**src/rtl/alu_operand_stage_pkg.sv**
```systemverilog
// ---------------------------------------------------------------------------
// alu_operand_stage_pkg
// Shared definitions for the ID/EX operand stage and the ALU behind it.
//   XLEN_DEFAULT / REG_AW_DEFAULT : default datapath and register-address widths
//   alu_op_e                      : ALUOP_* operation codes consumed by the ALU
//   fwd_sel_e                     : operand source chosen by the forwarding mux
// ---------------------------------------------------------------------------
package alu_operand_stage_pkg;

   localparam int XLEN_DEFAULT   = 32;
   localparam int REG_AW_DEFAULT = 5;

   typedef enum logic [2:0] {
      ALUOP_ADD  = 3'd0,
      ALUOP_OR   = 3'd1,
      ALUOP_SRL  = 3'd2,
      ALUOP_SLL  = 3'd3,
      ALUOP_SLTU = 3'd4,
      ALUOP_SUB  = 3'd5,
      ALUOP_SRC1 = 3'd6
   } alu_op_e;

   typedef enum logic [1:0] {
      SEL_HELD = 2'd0,
      SEL_WB   = 2'd1,
      SEL_MEM  = 2'd2
   } fwd_sel_e;

endpackage

```
**src/rtl/alu_operand_stage_if.sv**
```systemverilog
// ---------------------------------------------------------------------------
// alu_operand_stage_if
// Bundles every bus that touches the operand stage:
//   flush                        : kill the held instruction
//   dec_*                        : decoded instruction offered by decode (valid/ready)
//   mem_* / wb_*                 : producer results available for forwarding
//   out_valid/out_ready, src_a, src_b, op_code, rd_addr, rd_we
//                                : operands handed to the ALU and EX/MEM
// Modports:
//   slave  : the operand stage itself
//   master : the surrounding pipeline (decode, producers, downstream)
// ---------------------------------------------------------------------------
interface alu_operand_stage_if #(
   parameter int XLEN   = alu_operand_stage_pkg::XLEN_DEFAULT,
   parameter int REG_AW = alu_operand_stage_pkg::REG_AW_DEFAULT
) ();
   import alu_operand_stage_pkg::*;

   logic              flush;

   logic              dec_valid;
   logic              dec_ready;
   logic [2:0]        dec_op_code;
   logic [REG_AW-1:0] dec_rs1_addr;
   logic [REG_AW-1:0] dec_rs2_addr;
   logic [XLEN-1:0]   dec_rs1_data;
   logic [XLEN-1:0]   dec_rs2_data;
   logic [XLEN-1:0]   dec_imm;
   logic              dec_use_imm;
   logic [REG_AW-1:0] dec_rd_addr;
   logic              dec_rd_we;

   logic              mem_rd_we;
   logic [REG_AW-1:0] mem_rd_addr;
   logic [XLEN-1:0]   mem_rd_data;
   logic              mem_is_load;

   logic              wb_rd_we;
   logic [REG_AW-1:0] wb_rd_addr;
   logic [XLEN-1:0]   wb_rd_data;

   logic              out_valid;
   logic              out_ready;
   logic [XLEN-1:0]   src_a;
   logic [XLEN-1:0]   src_b;
   logic [2:0]        op_code;
   logic [REG_AW-1:0] rd_addr;
   logic              rd_we;

   modport slave (
      input  flush,
      input  dec_valid, dec_op_code, dec_rs1_addr, dec_rs2_addr, dec_rs1_data,
             dec_rs2_data, dec_imm, dec_use_imm, dec_rd_addr, dec_rd_we,
      output dec_ready,
      input  mem_rd_we, mem_rd_addr, mem_rd_data, mem_is_load,
      input  wb_rd_we, wb_rd_addr, wb_rd_data,
      input  out_ready,
      output out_valid, src_a, src_b, op_code, rd_addr, rd_we
   );

   modport master (
      output flush,
      output dec_valid, dec_op_code, dec_rs1_addr, dec_rs2_addr, dec_rs1_data,
             dec_rs2_data, dec_imm, dec_use_imm, dec_rd_addr, dec_rd_we,
      input  dec_ready,
      output mem_rd_we, mem_rd_addr, mem_rd_data, mem_is_load,
      output wb_rd_we, wb_rd_addr, wb_rd_data,
      output out_ready,
      input  out_valid, src_a, src_b, op_code, rd_addr, rd_we
   );

endinterface

```
**src/rtl/alu_operand_stage_fwd_mux.sv**
```systemverilog
// ---------------------------------------------------------------------------
// alu_operand_stage_fwd_mux
// Hazard detect and priority select for one ALU source operand.
//   used        : this source is actually read by the instruction
//   rs_addr     : source register of the held instruction
//   held_data   : operand value currently held in the stage
//   mem_* / wb_*: producer buses
//   data        : forwarded operand
//   load_stall  : source depends on a load still in MEM
//   wb_hit      : WB is writing this source (used to refresh the held copy)
// ---------------------------------------------------------------------------
module alu_operand_stage_fwd_mux
   import alu_operand_stage_pkg::*;
#(
   parameter int XLEN   = XLEN_DEFAULT,
   parameter int REG_AW = REG_AW_DEFAULT
) (
   input  logic              used,
   input  logic [REG_AW-1:0] rs_addr,
   input  logic [XLEN-1:0]   held_data,
   input  logic              mem_rd_we,
   input  logic [REG_AW-1:0] mem_rd_addr,
   input  logic [XLEN-1:0]   mem_rd_data,
   input  logic              mem_is_load,
   input  logic              wb_rd_we,
   input  logic [REG_AW-1:0] wb_rd_addr,
   input  logic [XLEN-1:0]   wb_rd_data,
   output logic [XLEN-1:0]   data,
   output logic              load_stall,
   output logic              wb_hit
);

   logic     mem_hit;
   fwd_sel_e sel;

   // x0 is hardwired to zero, so a producer targeting it never forwards.
   assign mem_hit    = used && mem_rd_we && (mem_rd_addr != '0) && (mem_rd_addr == rs_addr);
   assign wb_hit     = used && wb_rd_we  && (wb_rd_addr  != '0) && (wb_rd_addr  == rs_addr);
   assign load_stall = mem_hit && mem_is_load;

   // MEM is the younger producer and wins; a load in MEM has no data yet,
   // so it falls through to WB/held while the stall holds the instruction.
   always_comb begin
      sel = SEL_HELD;
      if (mem_hit && !mem_is_load) begin
         sel = SEL_MEM;
      end else if (wb_hit) begin
         sel = SEL_WB;
      end
   end

   // Operand value for the selected source.
   always_comb begin
      data = held_data;
      case (sel)
         SEL_MEM: data = mem_rd_data;
         SEL_WB:  data = wb_rd_data;
         default: data = held_data;
      endcase
   end

endmodule

```
**src/rtl/alu_operand_stage.sv**
```systemverilog
// ---------------------------------------------------------------------------
// alu_operand_stage
// ID/EX register sitting in front of the combinational ALU. Captures one
// decoded instruction, holds it under backpressure, forwards MEM/WB results
// onto src_a/src_b and interlocks on load-use hazards.
//   clk  : clock, all state changes on the rising edge
//   rst  : asynchronous active-high reset
//   bus  : alu_operand_stage_if.slave (decode, producers, ALU-side outputs)
// ---------------------------------------------------------------------------
module alu_operand_stage
   import alu_operand_stage_pkg::*;
#(
   parameter int XLEN   = XLEN_DEFAULT,
   parameter int REG_AW = REG_AW_DEFAULT
) (
   input  logic                 clk,
   input  logic                 rst,
   alu_operand_stage_if.slave   bus
);

   logic              hold_valid;
   alu_op_e           hold_op;
   logic [XLEN-1:0]   hold_a;
   logic [XLEN-1:0]   hold_b;
   logic [XLEN-1:0]   hold_imm;
   logic              hold_use_imm;
   logic [REG_AW-1:0] hold_rs1;
   logic [REG_AW-1:0] hold_rs2;
   logic [REG_AW-1:0] hold_rd;
   logic              hold_rd_we;

   logic [XLEN-1:0]   fwd_a;
   logic [XLEN-1:0]   fwd_b;
   logic              stall_a;
   logic              stall_b;
   logic              wb_hit_a;
   logic              wb_hit_b;

   logic              load_use;
   logic              out_valid;
   logic              fire_out;
   logic              dec_ready;
   logic              capture;
   logic [XLEN-1:0]   cap_a;
   logic [XLEN-1:0]   cap_b;

   alu_operand_stage_fwd_mux #(.XLEN(XLEN), .REG_AW(REG_AW)) u_fwd_a (
      .used        (1'b1),
      .rs_addr     (hold_rs1),
      .held_data   (hold_a),
      .mem_rd_we   (bus.mem_rd_we),
      .mem_rd_addr (bus.mem_rd_addr),
      .mem_rd_data (bus.mem_rd_data),
      .mem_is_load (bus.mem_is_load),
      .wb_rd_we    (bus.wb_rd_we),
      .wb_rd_addr  (bus.wb_rd_addr),
      .wb_rd_data  (bus.wb_rd_data),
      .data        (fwd_a),
      .load_stall  (stall_a),
      .wb_hit      (wb_hit_a)
   );

   // With an immediate on b the rs2 field is meaningless, so no hazard on it.
   alu_operand_stage_fwd_mux #(.XLEN(XLEN), .REG_AW(REG_AW)) u_fwd_b (
      .used        (!hold_use_imm),
      .rs_addr     (hold_rs2),
      .held_data   (hold_b),
      .mem_rd_we   (bus.mem_rd_we),
      .mem_rd_addr (bus.mem_rd_addr),
      .mem_rd_data (bus.mem_rd_data),
      .mem_is_load (bus.mem_is_load),
      .wb_rd_we    (bus.wb_rd_we),
      .wb_rd_addr  (bus.wb_rd_addr),
      .wb_rd_data  (bus.wb_rd_data),
      .data        (fwd_b),
      .load_stall  (stall_b),
      .wb_hit      (wb_hit_b)
   );

   // Handshake: a load-use hazard hides the instruction from downstream,
   // which in turn blocks decode because the slot cannot drain.
   assign load_use  = stall_a || stall_b;
   assign out_valid = hold_valid && !load_use;
   assign fire_out  = out_valid && bus.out_ready;
   assign dec_ready = !bus.flush && (!hold_valid || fire_out);
   assign capture   = bus.dec_valid && dec_ready;

   // The register file cannot return a value written in the same cycle, so
   // the retiring WB result is bypassed into the captured operands.
   always_comb begin
      cap_a = bus.dec_rs1_data;
      cap_b = bus.dec_rs2_data;
      if (bus.wb_rd_we && (bus.wb_rd_addr != '0) && (bus.wb_rd_addr == bus.dec_rs1_addr)) begin
         cap_a = bus.wb_rd_data;
      end
      if (bus.wb_rd_we && (bus.wb_rd_addr != '0) && (bus.wb_rd_addr == bus.dec_rs2_addr)) begin
         cap_b = bus.wb_rd_data;
      end
   end

   // Holding register. Flush beats capture beats drain; while an instruction
   // sits stalled, WB results are folded into the held operands so nothing is
   // lost once the producer retires out of WB.
   always_ff @(posedge clk or posedge rst) begin
      if (rst) begin
         hold_valid   <= 1'b0;
         hold_op      <= ALUOP_ADD;
         hold_a       <= '0;
         hold_b       <= '0;
         hold_imm     <= '0;
         hold_use_imm <= 1'b0;
         hold_rs1     <= '0;
         hold_rs2     <= '0;
         hold_rd      <= '0;
         hold_rd_we   <= 1'b0;
      end else if (bus.flush) begin
         hold_valid   <= 1'b0;
      end else if (capture) begin
         hold_valid   <= 1'b1;
         hold_op      <= alu_op_e'(bus.dec_op_code);
         hold_a       <= cap_a;
         hold_b       <= cap_b;
         hold_imm     <= bus.dec_imm;
         hold_use_imm <= bus.dec_use_imm;
         hold_rs1     <= bus.dec_rs1_addr;
         hold_rs2     <= bus.dec_rs2_addr;
         hold_rd      <= bus.dec_rd_addr;
         hold_rd_we   <= bus.dec_rd_we;
      end else if (fire_out) begin
         hold_valid   <= 1'b0;
      end else if (hold_valid) begin
         if (wb_hit_a) begin
            hold_a <= bus.wb_rd_data;
         end
         if (wb_hit_b) begin
            hold_b <= bus.wb_rd_data;
         end
      end
   end

   assign bus.dec_ready = dec_ready;
   assign bus.out_valid = out_valid;
   assign bus.src_a     = fwd_a;
   assign bus.src_b     = hold_use_imm ? hold_imm : fwd_b;
   assign bus.op_code   = hold_op;
   assign bus.rd_addr   = hold_rd;
   assign bus.rd_we     = hold_rd_we;

endmodule

```
**src/flat_wrapper.sv**
```systemverilog
// flat-port wrapper written by rule: the top's interface ports become plain ports
module alu_operand_stage_flat import alu_operand_stage_pkg::*;
#(
   parameter int XLEN   = XLEN_DEFAULT,
   parameter int REG_AW = REG_AW_DEFAULT
)
  (clk, rst, bus_flush, bus_dec_valid, bus_dec_op_code, bus_dec_rs1_addr, bus_dec_rs2_addr, bus_dec_rs1_data, bus_dec_rs2_data, bus_dec_imm, bus_dec_use_imm, bus_dec_rd_addr, bus_dec_rd_we, bus_dec_ready, bus_mem_rd_we, bus_mem_rd_addr, bus_mem_rd_data, bus_mem_is_load, bus_wb_rd_we, bus_wb_rd_addr, bus_wb_rd_data, bus_out_ready, bus_out_valid, bus_src_a, bus_src_b, bus_op_code, bus_rd_addr, bus_rd_we);
  alu_operand_stage_if #(.XLEN(XLEN), .REG_AW(REG_AW)) bus_i ();
  input  logic clk;
  input  logic rst;
  input wire logic [$bits(bus_i.flush)-1:0] bus_flush;
  input wire logic [$bits(bus_i.dec_valid)-1:0] bus_dec_valid;
  input wire logic [$bits(bus_i.dec_op_code)-1:0] bus_dec_op_code;
  input wire logic [$bits(bus_i.dec_rs1_addr)-1:0] bus_dec_rs1_addr;
  input wire logic [$bits(bus_i.dec_rs2_addr)-1:0] bus_dec_rs2_addr;
  input wire logic [$bits(bus_i.dec_rs1_data)-1:0] bus_dec_rs1_data;
  input wire logic [$bits(bus_i.dec_rs2_data)-1:0] bus_dec_rs2_data;
  input wire logic [$bits(bus_i.dec_imm)-1:0] bus_dec_imm;
  input wire logic [$bits(bus_i.dec_use_imm)-1:0] bus_dec_use_imm;
  input wire logic [$bits(bus_i.dec_rd_addr)-1:0] bus_dec_rd_addr;
  input wire logic [$bits(bus_i.dec_rd_we)-1:0] bus_dec_rd_we;
  output wire logic [$bits(bus_i.dec_ready)-1:0] bus_dec_ready;
  input wire logic [$bits(bus_i.mem_rd_we)-1:0] bus_mem_rd_we;
  input wire logic [$bits(bus_i.mem_rd_addr)-1:0] bus_mem_rd_addr;
  input wire logic [$bits(bus_i.mem_rd_data)-1:0] bus_mem_rd_data;
  input wire logic [$bits(bus_i.mem_is_load)-1:0] bus_mem_is_load;
  input wire logic [$bits(bus_i.wb_rd_we)-1:0] bus_wb_rd_we;
  input wire logic [$bits(bus_i.wb_rd_addr)-1:0] bus_wb_rd_addr;
  input wire logic [$bits(bus_i.wb_rd_data)-1:0] bus_wb_rd_data;
  input wire logic [$bits(bus_i.out_ready)-1:0] bus_out_ready;
  output wire logic [$bits(bus_i.out_valid)-1:0] bus_out_valid;
  output wire logic [$bits(bus_i.src_a)-1:0] bus_src_a;
  output wire logic [$bits(bus_i.src_b)-1:0] bus_src_b;
  output wire logic [$bits(bus_i.op_code)-1:0] bus_op_code;
  output wire logic [$bits(bus_i.rd_addr)-1:0] bus_rd_addr;
  output wire logic [$bits(bus_i.rd_we)-1:0] bus_rd_we;
  assign bus_i.flush = bus_flush;
  assign bus_i.dec_valid = bus_dec_valid;
  assign bus_i.dec_op_code = bus_dec_op_code;
  assign bus_i.dec_rs1_addr = bus_dec_rs1_addr;
  assign bus_i.dec_rs2_addr = bus_dec_rs2_addr;
  assign bus_i.dec_rs1_data = bus_dec_rs1_data;
  assign bus_i.dec_rs2_data = bus_dec_rs2_data;
  assign bus_i.dec_imm = bus_dec_imm;
  assign bus_i.dec_use_imm = bus_dec_use_imm;
  assign bus_i.dec_rd_addr = bus_dec_rd_addr;
  assign bus_i.dec_rd_we = bus_dec_rd_we;
  assign bus_dec_ready = bus_i.dec_ready;
  assign bus_i.mem_rd_we = bus_mem_rd_we;
  assign bus_i.mem_rd_addr = bus_mem_rd_addr;
  assign bus_i.mem_rd_data = bus_mem_rd_data;
  assign bus_i.mem_is_load = bus_mem_is_load;
  assign bus_i.wb_rd_we = bus_wb_rd_we;
  assign bus_i.wb_rd_addr = bus_wb_rd_addr;
  assign bus_i.wb_rd_data = bus_wb_rd_data;
  assign bus_i.out_ready = bus_out_ready;
  assign bus_out_valid = bus_i.out_valid;
  assign bus_src_a = bus_i.src_a;
  assign bus_src_b = bus_i.src_b;
  assign bus_op_code = bus_i.op_code;
  assign bus_rd_addr = bus_i.rd_addr;
  assign bus_rd_we = bus_i.rd_we;
  alu_operand_stage #(.XLEN(XLEN), .REG_AW(REG_AW)) u_core (.clk(clk), .rst(rst), .bus(bus_i));
endmodule
```
**config.mk**
```make
export PLATFORM = sky130hd
export DESIGN_NAME = alu_operand_stage_flat
export DESIGN_NICKNAME = d
export VERILOG_FILES = /design/src/rtl/alu_operand_stage_pkg.sv /design/src/rtl/alu_operand_stage_if.sv /design/src/rtl/alu_operand_stage_fwd_mux.sv /design/src/rtl/alu_operand_stage.sv /design/src/flat_wrapper.sv
export SDC_FILE = /design/constraint.sdc
export NUM_CORES = 1
export LEC_CHECK = 0
export CAP_MARGIN = 20
export CORE_MARGIN = 2
export CORE_UTILIZATION = 40
export CTS_BUF_LIST = sky130_fd_sc_hd__clkbuf_4
export CTS_CLUSTER_DIAMETER = 150
export DETAILED_ROUTE_END_ITERATION = 8
export PLACE_DENSITY = 0.74
export REMOVE_ABC_BUFFERS = 1
export SYNTH_ARGS = -nofsm -noshare
export SYNTH_HDL_FRONTEND = slang
export SYNTH_SLANG_ARGS = --single-unit
```
**constraint.sdc**
```tcl
create_clock -name clk -period 5.57 [get_ports clk]
set_input_delay 1.3925 -clock clk [delete_from_list [all_inputs] [get_ports clk]]
set_output_delay 1.3925 -clock clk [all_outputs]
set_load 0.02 [all_outputs]
```
==> results of run 1 <==
[power by group]
part / internal, µW / switching [µW]
logic: 723 / 562
registers: 1030 / 119
clock network: 231 / 389
[per-stage QoR]
stage | instance area (µm²) | total power (µW) | util (%)
2_1_floorplan | 7049 | 1850 | -
3_3_place_gp | 10400 | 2436 | 57.89
3_5_place_dp | 10400 | 2452 | 57.89
4_1_cts | 10670 | 3088 | 59.38
5_1_grt | 10700 | 3226 | 59.55
6_report | 10700 | 3053 | 59.55
[cell families (layout without fill, tap and decap cells)]
| logic type | Yosys count | in the layout | synth area share [%] |
|---|---|---|---|
| buffers and inverters | 52 | 334 | 3.729 |
| DFF | 117 | 117 | 40.03 |
| and+or+nand+nor | 94 | 94 | 5.953 |
| muxes | 244 | 244 | 36.47 |
| AOI/OAI and AO/OA | 108 | 108 | 10.23 |
| xor gates and xnor gates | 30 | 30 | 3.592 |
[flip-flops by register name, summed over array words and instances, names as in the netlist]
name and flops:
u_core.bus.op_code 3, u_core.bus.rd_we 1, u_core.hold_rs2 5, u_core.hold_valid 1
u_core.hold_imm 32, u_core.hold_a 32, u_core.hold_use_imm 1, u_core.hold_rs1 5
u_core.bus.rd_addr 5, u_core.hold_b 32
[synth_stat cells (3+ instances only)]
cell,count
buf_6,7
clkbuf_1,27
dfrtp_1,117
nand2_1,34
mux2_1,10
a21o_1,32
nor2_1,37
buf_2,11
nor4_1,3
nor3_1,3
a211oi_1,32
mux2i_1,64
nand3_1,4
buf_4,3
a21oi_1,4
xor2_1,10
mux2_2,170
o21ai_0,33
xnor2_1,20
[per-layer routing]
layer,vias up,part of all wire [%],global-route usage [%]
met2,203,48,37.90
met1,2970,44,28.79
met4,0,1.6,6.273
li1,2896,-,-
met3,26,6.9,6.401
met5,-,0,0
[cell type report]
cell class / instances / area, µm² / area share (%)
Clock buffer: 17 / 127.6 / 1.193
Clock inverter: 15 / 140.1 / 1.310
Inverter: 2 / 10.01 / 0.09358
Multi-Input combinational cell: 476 / 4179 / 39.07
Sequential cell: 117 / 2929 / 27.38
Tap cell: 229 / 286.5 / 2.679
Timing Repair Buffer: 300 / 3024 / 28.27
[final timing paths]
kind / slack, ns / end / startpoint
worst max register to register: 2.46 / u_core.hold_b[4]$_DFFE_PP0P_ / u_core.hold_use_imm$_DFFE_PP0P_
worst min-delay path: 0.52 / u_core.hold_a[21]$_DFFE_PP0P_ / u_core.hold_a[21]$_DFFE_PP0P_
min in group asynchronous: 1.31 / u_core.hold_a[17]$_DFFE_PP0P_ / rst
max in group asynchronous: 3.24 / u_core.hold_a[9]$_DFFE_PP0P_ / rst
worst max-delay path: 0.07 / bus_src_b[9] / bus_wb_rd_addr[3]
worst min register to register: 0.52 / u_core.hold_a[21]$_DFFE_PP0P_ / u_core.hold_a[21]$_DFFE_PP0P_
[timing repair]
| item | CTS | global route |
|---|---|---|
| buffers inserted | 0 | 0 |
| setup endpoints to repair | 0 | 48 |
| resized for setup | 0 | 8 |
==> results.ini, run 1 <==
[critical_path]
arrival_ns=4.10
crit_type=in2out
slowest_delay_ns=0.59
cp-end-kind=output port
path_delay_family=buffers and inverters
path_common_cell=clkdlybuf4s50_1
critPathLaunchType=input port
reg2reg_depth=7
crit_buf_inv=3
path_depth=9
cp_slowest_cell=clkdlybuf4s50_1
path_cells=clkdlybuf4s50_1 > or4_4 > o21ai_4 > nand2b_2 > buf_12 > mux2i_1 > a211oi_1 > a21o_1 > clkdlybuf4s50_1
path_max_fanout=18
cp_data_required_time_ns=4.18

[drt]
vias=6095
drc=0
drt-total-wl_um=21840
drt_first_pass_iters=5
antenna_left=0
routed_via_density=5.272
drtIter0Drc=202
wl_per_cell_um=18.89

[synth]
synthTopCellsByArea=dfrtp_1, mux2_2, mux2i_1
yosys_warnings=0
syn_inst=645
synth_top_area_share_pct=40.03
ys_ff_latch=117
yosysSeqAreaShare_pct=40.03
synth_cell_types=36
syn-cell-area_um2=7315
async_reset_ff_share_pct=100.0
synthFlopType=dfrtp_1
synth.largest_area_cell=dfrtp_1
syn_area_per_cell_um2=11.34
synth-edff-count=0

[floorplanning]
initial_core_util_pct=40.72
die_height_um=139.2
dieArea_um2=19380
ios=273
chipWidth_um=139.2
row_count=49
core_um2=17960

[min_path]
hp-class=reg2reg
hold_path_depth=1

[clocking]
cts.path.max_buffers=2
cts-root-buf=clkbuf_4
clkLatencyLatePin_ns=0.55
htreeDepth=4
clkSinkCount=117
cts_tree=built
cts_buffers=17
cts.hold.buffers_added=0
clk_pin_slew_ns=0.12

[grt]
grt_pass1_vias=6390
antenna_found_initial=0
grt_pass1_wl_um=34570
grt_max_degree=65
overflow=0
grt_usage_pct=22.65

[sta]
fmax_mhz=181.9
worstMarginPinSlew_ns=0.7661
drv_slew=0
layout_setup_ws_ns=0.07386
hold_viol_final=0
fin_crit_sh_pct=98.67
post-route-min-period_ns=5.496
tns_ns=0
setup_viol=0
whs_ns=0.5181
slew_headroom_pct=48.92
fin_skew_ns=0.02775

[layout]
instances_no_fill=1156
drive_above_1_share_pct=26.86
syn_to_final_growth_pct=46.24
nets=1112
fillerInstances=1556
final_common_cell=clkdlybuf4s50_1
layout_common_cells=clkdlybuf4s50_1, mux2_2, dfrtp_1
num_antenna_cells=0

[place]
place.port_buffers=272
gp_congestion=0.9015
pre_cts_ws_ns=0.04959
hpwl_um=15720
dp.cells=1124

[power_and_ir_drop]
p_leak_uw=0.004485
pwr_density_cell_nw_per_um2=285.4
peakVddDrop_uv=162.6

[flow_run]
cap_viol_max_count=0

[status]
status=finished clean

Note: power is estimated with default switching activity, not from simulation.
==> inputs of run 2 (changes only) <==
--- a/config.mk
+++ b/config.mk
@@ -6,7 +6,8 @@
 export NUM_CORES = 1
 export LEC_CHECK = 0
 export CAP_MARGIN = 20
-export CORE_MARGIN = 2
+export CORE_ASPECT_RATIO = 2
+export CORE_MARGIN = 4
 export CORE_UTILIZATION = 40
 export CTS_BUF_LIST = sky130_fd_sc_hd__clkbuf_4
 export CTS_CLUSTER_DIAMETER = 150
==> constraint.sdc (replaced) <==
create_clock -name clk -period 6.3 [get_ports clk]
set_input_delay 1.575 -clock clk [delete_from_list [all_inputs] [get_ports clk]]
set_output_delay 1.575 -clock clk [all_outputs]
set_load 0.02 [all_outputs]
==> run 2 against run 1 <==
  * Flip-flop and latch count is the same
  * Via count rose by 0.28%
  * Register-to-register slack improved by 0.70 ns
  * Critical path type unchanged
  * Combinational power shrank 12%
  * Hold slack worse by 0.0038 ns
  * Sequential power fell by 11%
  * Total power down 12%
  * Worst setup slack better by 0.29 ns
  * Cell area shrank 1.3%
  * Largest cell class unchanged
  * Count of clock-buffer cells in the layout rose by 1
  * Global-route usage is 0.051 points higher
==> results.ini, run 2 (synthesis gave the netlist of run 1 again) <==
[grt]
grt_use_met2_pct=43.83
grt_pass1_wl_um=36020
grt_max_degree=44
antenna_found_initial=3
top_usage_layer=met2
grt_pass1_vias=6502
met3_usage_pct=5.852
grt_use_met1_pct=22.80
overflow=0
grt_usage_pct=22.70

[critical_path]
path_max_fanout=18
crit_type=in2out
path_common_cell=clkdlybuf4s50_1
critPathLaunchType=input port
slowest_delay_ns=0.62
path_delay_family=buffers and inverters
path_cells=clkdlybuf4s50_1 > xnor2_1 > nand4_1 > nor3_1 > nand2b_2 > buf_12 > mux2i_1 > a211oi_1 > a21o_1 > clkdlybuf4s50_1
crit_buf_inv=3
cp_slowest_cell=clkdlybuf4s50_1
cp_data_required_time_ns=4.72
arrival_ns=4.36
cp-end-kind=output port

[layout]
fillerInstances=1524
final_common_cell=clkdlybuf4s50_1
reg_top3=u_core.hold_a: 32 flops, u_core.hold_b: 32 flops, u_core.hold_imm: 32 flops
layout_common_cells=clkdlybuf4s50_1, mux2_2, dfrtp_1
syn_to_final_growth_pct=44.32
nets=1105
final_util_pct=59.07
drive_above_1_share_pct=25.98

[clocking]
post_cts_resized=0
clkSinkCount=117
cts-root-buf=clkbuf_4
clk_pin_slew_ns=0.10
cts_buffers=17
htreeDepth=4
clkLatencyLatePin_ns=0.54
cts.hold.buffers_added=0
cts_tree=built
post_cts_buffers=0
cts.path.max_buffers=2

[min_path]
hp-class=reg2reg

[floorplanning]
initial_core_util_pct=40.93
core_um2=17870
row_count=69
die_height_um=199.2
chipWidth_um=103.6
dieArea_um2=20650
ios=273

[sta]
hold_viol_final=0
post-route-min-period_ns=5.935
drv_slew=0
layout_setup_ws_ns=0.3646
whs_ns=0.5143
tns_ns=0
worstMarginPinSlew_ns=0.7706
fmax_mhz=168.5
slew_headroom_pct=48.51
fin_skew_ns=0.01784
fin_crit_sh_pct=94.21
setup_viol=0
grt_setup_unrepaired=no

[power_and_ir_drop]
pwr_density_cell_nw_per_um2=255.7
power.total_uw=2699
peakVddDrop_uv=163.9
p_leak_uw=0.004369

[drt]
drt_first_pass_iters=5
antenna_left=0
wl_per_cell_um=20.89
drc=0
drt-total-wl_um=23740
routed_via_density=5.380
drtIter0Drc=119
vias=6112

[flow_run]
cap_viol_max_count=0

[place]
pre_cts_ws_ns=0.3763
place.port_buffers=272
hpwl_um=18120
gp_congestion=0.9079

[status]
status=finished clean

-- run 2: power by group --
| group | internal (µW) | total (µW) | switching [µW] |
|---|---|---|---|
| clock network | 235 | 547 | 312 |
| registers | 909 | 1020 | 108 |
| logic | 635 | 1140 | 501 |
-- run 2: layout make-up --
type                            count  area (µm²)  share of cell area (%)
Sequential cell                   117        2929                   27.75
Antenna cell                        3       7.507                 0.07112
Clock inverter                     14       137.6                   1.304
Clock buffer                       18       135.1                   1.280
Tap cell                          213       266.5                   2.525
Timing Repair Buffer              293        2905                   27.52
Inverter                            2       10.01                 0.09482
Multi-Input combinational cell    476        4165                   39.46
-- run 2: path summary, 6_finish.rpt --
path / startpoint / slack, ns / to / depth (start not counted)
max reg2reg: u_core.hold_use_imm$_DFFE_PP0P_ / 3.16 / u_core.hold_b[14]$_DFFE_PP0P_ / 7
min in group asynchronous: rst / 1.44 / u_core.hold_a[25]$_DFFE_PP0P_ / 2
max in group asynchronous: rst / 3.85 / u_core.hold_a[7]$_DFFE_PP0P_ / 3
min reg2reg: u_core.bus.op_code[2]$_DFFE_PP0P_ / 0.51 / u_core.bus.op_code[2]$_DFFE_PP0P_ / 1
max: bus_wb_rd_addr[2] / 0.36 / bus_src_b[7] / 10
min: u_core.bus.op_code[2]$_DFFE_PP0P_ / 0.51 / u_core.bus.op_code[2]$_DFFE_PP0P_ / 1
-- run 2: metal layers --
metal  wire [µm]  part of all wire (%)  vias to the layer above
li1            -                     -                     2881
met5           0                     0                        -
met1        8328                    35                     2982
met2       13380                    56                      195
met4         909                   3.8                        0
met3        1119                   4.7                       54
-- run 2: metrics by stage --
| stage | cells | cell area [µm²] |
|---|---|---|
| after floorplan | 595 | 7049 |
| after global placement | 1101 | 10280 |
| after detailed placement | 1101 | 10280 |
| after CTS | 1133 | 10550 |
| after global routing | 1136 | 10560 |
| final | 1136 | 10560 |
